<file path="src/rtl/mem_wb_stage.sv">
// MEM->WB pipeline stage: valid/ready handshake with a two-entry skid buffer,
// synchronous flush, write-back data select and a forwarding tap.
module mem_wb_stage #(
   parameter int DATA_W  = 16,
   parameter int RADDR_W = 4
) (
   input  logic               clk,
   input  logic               rst,
   input  logic               flush_in,
   input  logic               valid_in,
   output logic               ready_out,
   input  logic               wbs_in,
   input  logic [DATA_W-1:0]  memData_in,
   input  logic [DATA_W-1:0]  calcData_in,
   input  logic [RADDR_W-1:0] reg_dest_in,
   input  logic               wre_in,
   output logic               valid_out,
   input  logic               ready_in,
   output logic [DATA_W-1:0]  wb_data_out,
   output logic [RADDR_W-1:0] reg_dest_out,
   output logic               wre_out,
   output logic               fwd_valid_out,
   output logic [RADDR_W-1:0] fwd_reg_out,
   output logic [DATA_W-1:0]  fwd_data_out,
   output logic [1:0]         occupancy_out
);

   typedef enum logic [1:0] {
      ST_EMPTY = 2'd0,
      ST_ONE   = 2'd1,
      ST_FULL  = 2'd2
   } state_t;

   state_t               state_q, state_d;
   logic [DATA_W-1:0]    head_data_q, head_data_d;
   logic [RADDR_W-1:0]   head_reg_q, head_reg_d;
   logic                 head_wre_q, head_wre_d;
   logic [DATA_W-1:0]    skid_data_q, skid_data_d;
   logic [RADDR_W-1:0]   skid_reg_q, skid_reg_d;
   logic                 skid_wre_q, skid_wre_d;
   logic [DATA_W-1:0]    in_data_s;
   logic                 push_s;
   logic                 pop_s;

   // Handshake and status decoded only from registered state.
   always_comb begin
      ready_out     = 1'b1;
      valid_out     = 1'b0;
      occupancy_out = 2'd0;
      case (state_q)
         ST_EMPTY: begin
            ready_out     = 1'b1;
            valid_out     = 1'b0;
            occupancy_out = 2'd0;
         end
         ST_ONE: begin
            ready_out     = 1'b1;
            valid_out     = 1'b1;
            occupancy_out = 2'd1;
         end
         ST_FULL: begin
            ready_out     = 1'b0;
            valid_out     = 1'b1;
            occupancy_out = 2'd2;
         end
         default: begin
            ready_out     = 1'b1;
            valid_out     = 1'b0;
            occupancy_out = 2'd0;
         end
      endcase
   end

   assign in_data_s     = wbs_in ? memData_in : calcData_in;
   assign push_s        = valid_in & ready_out;
   assign pop_s         = valid_out & ready_in;

   assign wb_data_out   = head_data_q;
   assign reg_dest_out  = head_reg_q;
   assign wre_out       = head_wre_q & valid_out;
   assign fwd_valid_out = head_wre_q & valid_out;
   assign fwd_reg_out   = head_reg_q;
   assign fwd_data_out  = head_data_q;

   // Next-state and storage update; flush overrides every transition.
   always_comb begin
      state_d     = state_q;
      head_data_d = head_data_q;
      head_reg_d  = head_reg_q;
      head_wre_d  = head_wre_q;
      skid_data_d = skid_data_q;
      skid_reg_d  = skid_reg_q;
      skid_wre_d  = skid_wre_q;
      if (flush_in) begin
         state_d = ST_EMPTY;
      end else begin
         case (state_q)
            ST_EMPTY: begin
               if (push_s) begin
                  head_data_d = in_data_s;
                  head_reg_d  = reg_dest_in;
                  head_wre_d  = wre_in;
                  state_d     = ST_ONE;
               end else begin
                  state_d = ST_EMPTY;
               end
            end
            ST_ONE: begin
               if (push_s && pop_s) begin
                  head_data_d = in_data_s;
                  head_reg_d  = reg_dest_in;
                  head_wre_d  = wre_in;
                  state_d     = ST_ONE;
               end else if (push_s) begin
                  skid_data_d = in_data_s;
                  skid_reg_d  = reg_dest_in;
                  skid_wre_d  = wre_in;
                  state_d     = ST_FULL;
               end else if (pop_s) begin
                  state_d = ST_EMPTY;
               end else begin
                  state_d = ST_ONE;
               end
            end
            ST_FULL: begin
               // The skid entry is younger, so it becomes the head on a pop.
               if (pop_s) begin
                  head_data_d = skid_data_q;
                  head_reg_d  = skid_reg_q;
                  head_wre_d  = skid_wre_q;
                  state_d     = ST_ONE;
               end else begin
                  state_d = ST_FULL;
               end
            end
            default: begin
               state_d = ST_EMPTY;
            end
         endcase
      end
   end

   // State and storage registers.
   always_ff @(posedge clk or posedge rst) begin
      if (rst) begin
         state_q     <= ST_EMPTY;
         head_data_q <= {DATA_W{1'b0}};
         head_reg_q  <= {RADDR_W{1'b0}};
         head_wre_q  <= 1'b0;
         skid_data_q <= {DATA_W{1'b0}};
         skid_reg_q  <= {RADDR_W{1'b0}};
         skid_wre_q  <= 1'b0;
      end else begin
         state_q     <= state_d;
         head_data_q <= head_data_d;
         head_reg_q  <= head_reg_d;
         head_wre_q  <= head_wre_d;
         skid_data_q <= skid_data_d;
         skid_reg_q  <= skid_reg_d;
         skid_wre_q  <= skid_wre_d;
      end
   end

endmodule
</file>
<file path="config.mk">
export PLATFORM = sky130hd
export DESIGN_NAME = mem_wb_stage
export DESIGN_NICKNAME = d
export VERILOG_FILES = /design/src/rtl/mem_wb_stage.sv
export SDC_FILE = /design/constraint.sdc
export NUM_CORES = 1
export LEC_CHECK = 0
export CORE_AREA = 2 2 93 95
export CTS_CLUSTER_SIZE = 14
export DETAILED_ROUTE_END_ITERATION = 8
export DIE_AREA = 0 0 95 97
export DONT_BUFFER_PORTS = 1
export MAX_ROUTING_LAYER = met4
export SYNTH_ARGS = -nofsm -noshare
export SYNTH_HDL_FRONTEND = slang
export SYNTH_SLANG_ARGS = --single-unit
</file>
<file path="constraint.sdc">
create_clock -name clk -period 3.2 [get_ports clk]
set_input_delay 0.64 -clock clk [delete_from_list [all_inputs] [get_ports clk]]
set_output_delay 0.64 -clock clk [all_outputs]
set_load 0.01 [all_outputs]
</file>
==> flow_summary.ini <==
[timing]
slew_violations = 0
max_freq_mhz = 430.1
fin_skew_ns = 0.008233
hold_viol = 0
rsz0062_at_grt = no
worstMarginPinSlew_ns = 0.9314
slew_headroom_pct = 37.81
tns_ns = 0
setup_viol = 0
min_period_ns = 2.325
setup_ws_ns = 0.8749
finalCritPeriodShare_pct = 72.66

[pwr]
pwr-share-clk_pct = 25.0
p_int_uw = 1274
leakagePower_uw = 0.001121
sequentialPowerShare_pct = 54.7
powerDensity_mw_per_mm2 = 757.8
power.switching_fraction_pct = 31.98
comb_power_share_pct = 20.3
p_sw_uw = 599.2
ir_drop_v = 0.0002898

[logic_synthesis]
netlist.area_leader.share_pct = 45.71
seq_area_frac_synth_pct = 45.71
synth_cell_types = 26
synth_area_mm2 = 0.002409
netlist_top_cells_area = dfrtp_1, mux2_4, buf_4
yosys.area.top_type = dfrtp_1
synth_edf_count = 0
ys.flop_type = dfrtp_1
syn_inst = 217
syn_nets = 266
synth-seq-cells = 44
async_reset_ff_share_pct = 100.0
avgSynthCellArea_um2 = 11.10
ys.warnings.count = 0

[global_routing]
antenna_found_initial = 0
gr-usage-all-layers_pct = 10.73
grt_max_degree = 45
grt_pass1_vias = 1376
grt_pass1_wl_um = 7424
overflow = 0

[setup_path]
slowest_stage = dfrtp_1
rrSetupSlack_ns = 0.87
critPathLaunch = state_q[0]
r2r-start = state_q[0]
worstPathRequired_ns = 3.38
critical_path.cell_chain = inv_1 > ha_1 > nand2_1 > o21ai_1 > nand3_2 > buf_4 > mux2_4
worstPathArrival_ns = 2.51
cp_max_fo = 13
critPathLaunchType = flop
r2r.worst_path.cells = 7
critical-path-max-stage-delay_ns = 0.41
crit_type = flop to flop
crit_path_end_kind = flop

[route]
wl_per_cell_um = 15.43
drc = 0
ant_nets = 0
drt_iter0_drc = 30
drt-pass1-iter-count = 4
wl_um = 4645
via_per_inst = 4.595
vias = 1383

[finish]
multi_input_comb_area_mm2 = 0.001072
fin_util_pct = 30.40
num_antenna_cells = 0
drive_gt1_share_pct = 23.47
regArea_mm2 = 0.001101
syn2layout_area_growth_pct = 2.649
layout.cells.non_filler = 301
fill_cells = 822
nets = 244

[clocking]
post_cts_buffers = 0
path_clk_slew_ns = 0.09
cts_buffer_depth = 2
postCtsHoldBufs = 0
clock_sinks = 44
cts-root-buf = clkbuf_8
htreeDepth = 2
cts_tree = done
clk_latency_ns = 0.29
ctsResizeCount = 0
cts_buffers = 5

[floorplanning]
rows = 33
die_width_um = 95
io_pins = 89
core_mm2 = 0.008134
die-area_mm2 = 0.009215
die_h_um = 97
start_util_pct = 29.61

[flow_run]
max-cap-violations = 0

[placed_design]
post-dp-hpwl_um = 3329
io_buffers = 0
place.gp.congestion = 0.6827
dp_slack_ns = 0.8608
placed_cells = 293

[min_path]
hold_class = input pin to flop
whs_path_depth = 1
worstHoldStart = flush_in

[status]
status = completed
routing by layer:
metal,routed length (um),track usage (%)
met3,407,4.283
met1,1992,12.91
met2,2214,16.75
met5,0,-
met4,31,2.676
path summary, 6_finish.rpt:
kind | to
worst max-delay path | fwd_data_out[14]
min in group asynchronous | skid_reg_q[0]
worst min register to register | skid_data_q[7]
worst max register to register | fwd_data_out[14]
worst min-delay path | state_q[0]
max in group asynchronous | head_wre_q
through the flow:
stage / cell area (um2) / total power (uW) / hold WS, ns
final: 2472 / 1873 / 0.4012
after global routing: 2472 / 2004 / 0.3959
after CTS: 2472 / 1908 / 0.3926
after detailed placement: 2346 / 1434 / 0.4720
after global placement: 2346 / 1409 / 0.4624
after floorplan: 2409 / 1470 / 0.4493
worst max-delay path: cells and delay by family, from the launching register on:
kind	cells	cell delay (ns)
AO/OA/AOI/OAI	1	0.17
adder cells (fa/ha/maj)	1	0.40
buffers and inverters	2	0.44
flip-flops	1	0.41
multiplexers	1	0.32
AND/OR/NAND/NOR	2	0.46
cell usage in the layout, fill, tap and decap left out:
cell type	synthesis	routed
nand3_2	1	1
nor4_1	1	1
o2111ai_4	0	1
nor2_1	2	2
buf_4	24	3
o21ai_1	1	1
a21oi_1	1	1
a311oi_1	1	1
mux2i_1	16	16
clkbuf_8	0	7
nand3_1	1	1
nor2b_1	1	1
ha_2	0	1
inv_1	5	4
ha_1	6	5
inv_2	0	1
nand3b_1	1	1
nand2b_1	1	1
dfrtp_1	44	44
mux2_4	20	20
and2_1	1	1
nand2_1	34	34
bufinv_16	0	1
o21ai_0	35	35
mux2_2	11	11
o21a_1	1	1
registers in the layout (all words and copies together), names as in the netlist:
name / cells
state_q: 2
fwd_data_out: 16
skid_reg_q: 4
head_wre_q: 1
skid_wre_q: 1
fwd_reg_out: 4
skid_data_q: 16
cells by family (layout without fill, tap and decap cells):
logic type                 Yosys count  in the layout  share of synthesized area (%)
adders and majority gates            6              6                          3.117
buffers and inverters               37             16                          10.34
and+or+nand+nor                     43             43                          7.585
DFF                                 44             44                          45.71
AOI/OAI and AO/OA                   40             40                          8.987
muxes                               47             47                          24.26
synthesized netlist by cell type, types with 2 or more instances:
| library cell | count |
|---|---|
| buf_2 | 3 |
| buf_4 | 24 |
| buf_6 | 2 |
| clkbuf_1 | 2 |
| dfrtp_1 | 44 |
| ha_1 | 6 |
| inv_1 | 5 |
| mux2_2 | 11 |
| mux2_4 | 20 |
| mux2i_1 | 16 |
| nand2_1 | 34 |
| nor2_1 | 2 |
| o21ai_0 | 35 |
final cells by class:
| class | instances | share of cell area [%] |
|---|---|---|
| Sequential cell | 44 | 44.53 |
| Multi-Input combinational cell | 136 | 43.37 |
| Tap cell | 105 | 5.314 |
| Clock buffer | 7 | 3.897 |
| Clock inverter | 1 | 1.215 |
| Timing Repair Buffer | 3 | 0.9109 |
| Inverter | 5 | 0.7591 |
power groups by stage:
stage | logic (uW) | registers (uW) | clock network [uW]
after floorplan | 532 | 938 | 0
after global placement | 376 | 1030 | 0
after detailed placement | 392 | 1040 | 0
after CTS | 391 | 1030 | 485
after global routing | 436 | 1070 | 501
final | 380 | 1020 | 469
(Power assumes the default switching activity.)
